### src/rtl/seg_scan_controller.sv
// -----------------------------------------------------------------------------
// seg_scan_controller
//
// Time-multiplexed scan controller for an 8-digit common-anode seven-segment
// display. A host loads one hex nibble and one decimal-point bit per digit
// through a simple write port. The controller walks the shared segment bus
// across the eight anodes. Before each digit it inserts a blanking gap with
// every anode off, which suppresses ghosting between neighbouring digits.
//
// Parameters:
//   DRIVE_CYCLES  clock cycles each digit is driven (>= 1)
//   BLANK_CYCLES  clock cycles all anodes are off before each digit (>= 1)
//
// Ports (all display pins active-low):
//   clk       in   system clock, rising edge
//   rst_n     in   asynchronous active-low reset
//   wr_en     in   write strobe
//   wr_addr   in   [2:0] digit index to write (0 = rightmost, AN[0])
//   wr_data   in   [3:0] hex nibble to store
//   wr_dp     in   decimal-point bit to store (1 = lit)
//   digit_en  in   [7:0] per-digit enable; a disabled digit keeps its slot blank
//   seg       out  [6:0] {a,b,c,d,e,f,g}, a is the MSB
//   dp        out  decimal point
//   AN        out  [7:0] anode selects, one-hot-low while a digit is driven
// -----------------------------------------------------------------------------
module seg_scan_controller #(
  parameter int DRIVE_CYCLES = 100000,
  parameter int BLANK_CYCLES = 1000
) (
  input  logic       clk,
  input  logic       rst_n,
  input  logic       wr_en,
  input  logic [2:0] wr_addr,
  input  logic [3:0] wr_data,
  input  logic       wr_dp,
  input  logic [7:0] digit_en,
  output logic [6:0] seg,
  output logic       dp,
  output logic [7:0] AN
);

  // The counter must hold the larger of the two terminal counts. It is at
  // least one bit wide, so the degenerate 1/1 configuration still elaborates.
  localparam int MAX_CYCLES = (DRIVE_CYCLES > BLANK_CYCLES) ? DRIVE_CYCLES : BLANK_CYCLES;
  localparam int CNT_W      = (MAX_CYCLES > 1) ? $clog2(MAX_CYCLES) : 1;

  localparam logic [CNT_W-1:0] BLANK_LAST = CNT_W'(BLANK_CYCLES - 1);
  localparam logic [CNT_W-1:0] DRIVE_LAST = CNT_W'(DRIVE_CYCLES - 1);
  localparam logic [CNT_W-1:0] CNT_ZERO   = {CNT_W{1'b0}};
  localparam logic [CNT_W-1:0] CNT_ONE    = CNT_W'(1);

  localparam logic [7:0] AN_OFF  = 8'hFF;
  localparam logic [6:0] SEG_OFF = 7'h7F;

  typedef enum logic [0:0] {
    S_BLANK = 1'b0,
    S_DRIVE = 1'b1
  } state_t;

  // Active-low glyph for one hex nibble, segment order {a,b,c,d,e,f,g}.
  function automatic logic [6:0] glyph(input logic [3:0] nib);
    logic [6:0] g;
    case (nib)
      4'h0:    g = 7'b0000001;
      4'h1:    g = 7'b1001111;
      4'h2:    g = 7'b0010010;
      4'h3:    g = 7'b0000110;
      4'h4:    g = 7'b1001100;
      4'h5:    g = 7'b0100100;
      4'h6:    g = 7'b0100000;
      4'h7:    g = 7'b0001111;
      4'h8:    g = 7'b0000000;
      4'h9:    g = 7'b0000100;
      4'hA:    g = 7'b0001000;
      4'hB:    g = 7'b1100000;
      4'hC:    g = 7'b0110001;
      4'hD:    g = 7'b1000010;
      4'hE:    g = 7'b0110000;
      4'hF:    g = 7'b0111000;
      default: g = SEG_OFF;
    endcase
    return g;
  endfunction

  state_t           state_q, state_d;
  logic [CNT_W-1:0] cnt_q, cnt_d;
  logic [2:0]       idx_q, idx_d;

  logic [3:0]       digit_q [8];
  logic [7:0]       dpbit_q;

  logic [7:0]       an_q, an_d;
  logic [6:0]       seg_q, seg_d;
  logic             dp_q, dp_d;

  // Register file: one write per cycle, and the last write to an address wins.
  always_ff @(posedge clk or negedge rst_n) begin
    if (!rst_n) begin
      for (int i = 0; i < 8; i++) begin
        digit_q[i] <= 4'h0;
      end
      dpbit_q <= 8'h00;
    end else if (wr_en) begin
      digit_q[wr_addr] <= wr_data;
      dpbit_q[wr_addr] <= wr_dp;
    end
  end

  // Scan state register: FSM state, slot counter and digit index.
  always_ff @(posedge clk or negedge rst_n) begin
    if (!rst_n) begin
      state_q <= S_BLANK;
      cnt_q   <= CNT_ZERO;
      idx_q   <= 3'd0;
    end else begin
      state_q <= state_d;
      cnt_q   <= cnt_d;
      idx_q   <= idx_d;
    end
  end

  // Next-state logic: BLANK -> DRIVE -> BLANK. The index advances as each
  // drive slot ends and wraps naturally from 7 to 0.
  always_comb begin
    state_d = state_q;
    cnt_d   = cnt_q;
    idx_d   = idx_q;
    case (state_q)
      S_BLANK: begin
        if (cnt_q == BLANK_LAST) begin
          state_d = S_DRIVE;
          cnt_d   = CNT_ZERO;
        end else begin
          cnt_d   = cnt_q + CNT_ONE;
        end
      end
      S_DRIVE: begin
        if (cnt_q == DRIVE_LAST) begin
          state_d = S_BLANK;
          cnt_d   = CNT_ZERO;
          idx_d   = idx_q + 3'd1;
        end else begin
          cnt_d   = cnt_q + CNT_ONE;
        end
      end
      default: begin
        state_d = S_BLANK;
        cnt_d   = CNT_ZERO;
        idx_d   = 3'd0;
      end
    endcase
  end

  // Output decode. It works from the next state and index, so the registered
  // pins line up with the state that the same edge enters. It reads the stored
  // digit before this edge's write lands, which gives a written value one
  // cycle of latency on the pins.
  always_comb begin
    an_d  = AN_OFF;
    seg_d = SEG_OFF;
    dp_d  = 1'b1;
    if ((state_d == S_DRIVE) && digit_en[idx_d]) begin
      an_d  = ~(8'h01 << idx_d);
      seg_d = glyph(digit_q[idx_d]);
      dp_d  = ~dpbit_q[idx_d];
    end else begin
      an_d  = AN_OFF;
      seg_d = SEG_OFF;
      dp_d  = 1'b1;
    end
  end

  // Output registers. Reset blanks the pins at once, without a clock edge.
  always_ff @(posedge clk or negedge rst_n) begin
    if (!rst_n) begin
      an_q  <= AN_OFF;
      seg_q <= SEG_OFF;
      dp_q  <= 1'b1;
    end else begin
      an_q  <= an_d;
      seg_q <= seg_d;
      dp_q  <= dp_d;
    end
  end

  assign AN  = an_q;
  assign seg = seg_q;
  assign dp  = dp_q;

endmodule

### config.mk
export PLATFORM = sky130hd
export DESIGN_NAME = seg_scan_controller
export DESIGN_NICKNAME = d
export VERILOG_FILES = /design/src/rtl/seg_scan_controller.sv
export SDC_FILE = /design/constraint.sdc
export NUM_CORES = 1
export LEC_CHECK = 0
export ABC_AREA = 1
export CAP_MARGIN = 20
export CORE_ASPECT_RATIO = 0.5
export CORE_MARGIN = 2
export CORE_UTILIZATION = 54
export CTS_BUF_LIST = sky130_fd_sc_hd__clkbuf_8
export CTS_CLUSTER_DIAMETER = 50
export DETAILED_ROUTE_END_ITERATION = 8
export PLACE_DENSITY = 0.78
export SLEW_MARGIN = 20
export SYNTH_ARGS = -nofsm -noshare
export SYNTH_HDL_FRONTEND = slang
export SYNTH_SLANG_ARGS = --single-unit
### constraint.sdc
create_clock -name clk -period 2.2 [get_ports clk]
set_input_delay 0.44 -clock clk [delete_from_list [all_inputs] [get_ports clk]]
set_output_delay 0.44 -clock clk [all_outputs]
set_load 0.05 [all_outputs]
==> results of run 1 <==
==> layer usage <==
layer | vias up | routed length (um) | global-route usage [%]
met4 | 0 | 566 | 15.1
li1 | 1886 | - | -
met1 | 1956 | 5300 | 36.1
met5 | - | 0 | 0
met2 | 234 | 5810 | 49.1
met3 | 68 | 1000 | 7.08
==> cells in the mapped netlist (all sizes together) <==
| cell type | n |
|---|---|
| inv | 74 |
| nor3b | 2 |
| nand3 | 45 |
| dfstp | 16 |
| nand2 | 190 |
| o211ai | 2 |
| o21ai | 53 |
| o2111ai | 1 |
| nor4 | 2 |
| nor3 | 8 |
| xnor2 | 1 |
| a21oi | 7 |
| xor2 | 3 |
| buf | 8 |
| o21a | 1 |
| nor2 | 40 |
| dfrtp | 61 |
| clkinv | 2 |
| ha | 8 |
| nand4 | 6 |
==> cell families (layout without fill, tap and decap cells) <==
family	Yosys count	in the layout
flip-flops	77	77
adder cells (fa/ha/maj)	8	8
AO/OA/AOI/OAI	64	64
XOR/XNOR	4	4
AND/OR/NAND/NOR	293	295
buffers and inverters	84	194
==> cell type report <==
class	instances	area (sq um)	area share (%)
timing repair buffer	102	932	16.3
tap	96	120	2.11
clock buffer	9	124	2.17
inverter	76	293	5.13
sequential	77	1950	34.1
clock inverter	7	121	2.13
multi-input combinational	371	2170	38.0
==> registers in the layout, summed over array words and instances (netlist names) <==
register  count
dpbit_q       8
AN            8
cnt_q        17
state_q       1
seg           7
idx_q         3
dp            1
digit_q      32
==> where the power goes <==
part           internal [mW]  switching [mW]
sequential              1.56          0.0822
clock                  0.761           0.578
combinational          0.249           0.428
==> worst max-delay path, cell delays in order (launching register included) <==
cell,delay [ns]
dfrtp_1,0.42
nor2_2,0.15
nand3_2,0.11
nor2_4,0.13
nand4_4,0.18
nand2_4,0.17
nand2_4,0.10
buf_6,0.15
buf_4,0.14
nand2_1,0.06
nand2_1,0.08
nand2_2,0.10
nand2_1,0.09
nand2_1,0.14
nand2_2,0.10
nand2_1,0.13
nand3_1,0.13
nand2_2,0.11
==> final timing paths <==
path / to / from / cells after the start
hold reg to reg: digit_q[7] / digit_q[7] / 2
max in group asynchronous: digit_q[11] / rst_n / 3
min in group asynchronous: cnt_q[9] / rst_n / 2
hold / removal: digit_q[7] / digit_q[7] / 2
setup / recovery: seg[5] / cnt_q[14] / 17
setup reg to reg: seg[5] / cnt_q[14] / 17
==> repair_timing <==
action / in CTS / in global routing
gates cloned: 2 / 1
resized for setup: 36 / 53
endpoints found under the hold margin: 9 / 0
buffers inserted: 8 / 9
pin swaps: 22 / 30
hold buffers: 1 / 0
setup endpoints to repair: 18 / 20
==> out/metrics.cfg, run 1 <==
[outcome]
violations=setup timing
outcome=finished with violations

[placement]
placed_area_sq_um=4910
portBuffers=34
post-dp-hpwl_mm=7.02
gp_congestion=0.910
place_inst=702
dpl_worst_slack_ns=-0.261

[timing]
fin_crit_sh_pct=116
fin_ws_ns=-0.350
relSlewSlack_pct=64.9
setup_viol=16
hold_viol_final=0
tns_ns=-3.71
fin_hold_ws_ns=0.496
fmax_mhz=392
slew_viol_final=0
min_period_ns=2.55
worst_clock_skew_ns=0.0109
rsz0062_at_grt=true
worstMarginPinSlew_ns=0.524

[floorplan]
fp.dieW_um=127
initial_core_util_pct=55.7
io_pins=35
row_count=22
die_h_um=65.6
core_sq_um=7350
die_area_sq_um=8340

[global_route]
grt_max_degree=48
overflow=0
antenna_found_initial=0
gr-usage-all-layers_pct=29.3
grt_pass1_wl_mm=18.6
grt_pass1_vias=3867

[layout]
final_cells=738
drive_gt1_share_pct=30.8
nets=664
syn2layout_area_growth_pct=39.2
layout_common_cells=160 x nand2_1, 61 x inv_1, 61 x dfrtp_1
stdcell_area_sq_um=5700
fillers=448
utilization_pct=77.6
final_common_cell=nand2_1
num_antenna_cells=0

[power]
power_density_nw_per_um2=640
peakVddDrop_v=0.000519
finalPower_mw=3.65
leakage_nw=2.74

[synth]
yosysUniqueCellTypes=34
synth-seq-cells=77
synth_top_area_share_pct=37.3
synth_fp_nets=557
synthTopCellsByArea=dfrtp_1 37%, nand2_1 16%, dfstp_2 10%, inv_1 6.2%, o21ai_0 5.9%
synthSimpleGateAreaFrac_pct=31.9
avgSynthCellArea_sq_um=7.73
yosysTopAreaCell=dfrtp_1
yosys.area_share.adder_pct=2.44
synth_compound_gate_area_share_pct=8.55
netlist_instances=530
ys_warn_count=0
synth_mux_area_share_pct=0
syn_area_sq_um=4100
synth_top_family_by_area=simple AND/OR/NAND/NOR gates
synth_seq_area_share_pct=47.5
synth-xor-area-share_pct=0.855

[detailed_routing]
wl_per_cell_um=17.2
drc=0
final_antenna_net_count=0
first_iter_violations=450
routed_wl_mm=12.7
firstDrtPassIters=6
dr_total_vias=4144
via_per_inst=5.62

[worst_setup_path]
worstSetupEndpointType=flop
rrSetupSlack_ns=-0.35
worstPathMaxFanout=6
crit_arrival_ns=2.87
startpoint_type=flop
required_ns=2.52
path_class=reg2reg

[clock_network]
tritoncts=done
clockRootBuffer=clkbuf_8
numCtsBuffers=9
clk_pin_slew_ns=0.08
cts_sinks=77
clock_latency_ns=0.38
cts_max_level=3
clk_path_buf_depth=2

[worst_hold_path]
min-delay-path-class=reg2reg

[run]
maxCapViolCount=0

No activity file was read; power rests on OpenSTA's default activity.
==> run 2, diff against run 1 <==
Settings changed: SLEW_MARGIN 20 to unset.
==> results of run 2 <==
Same layout as run 1: the final DEF is identical, and so are final timing and power.
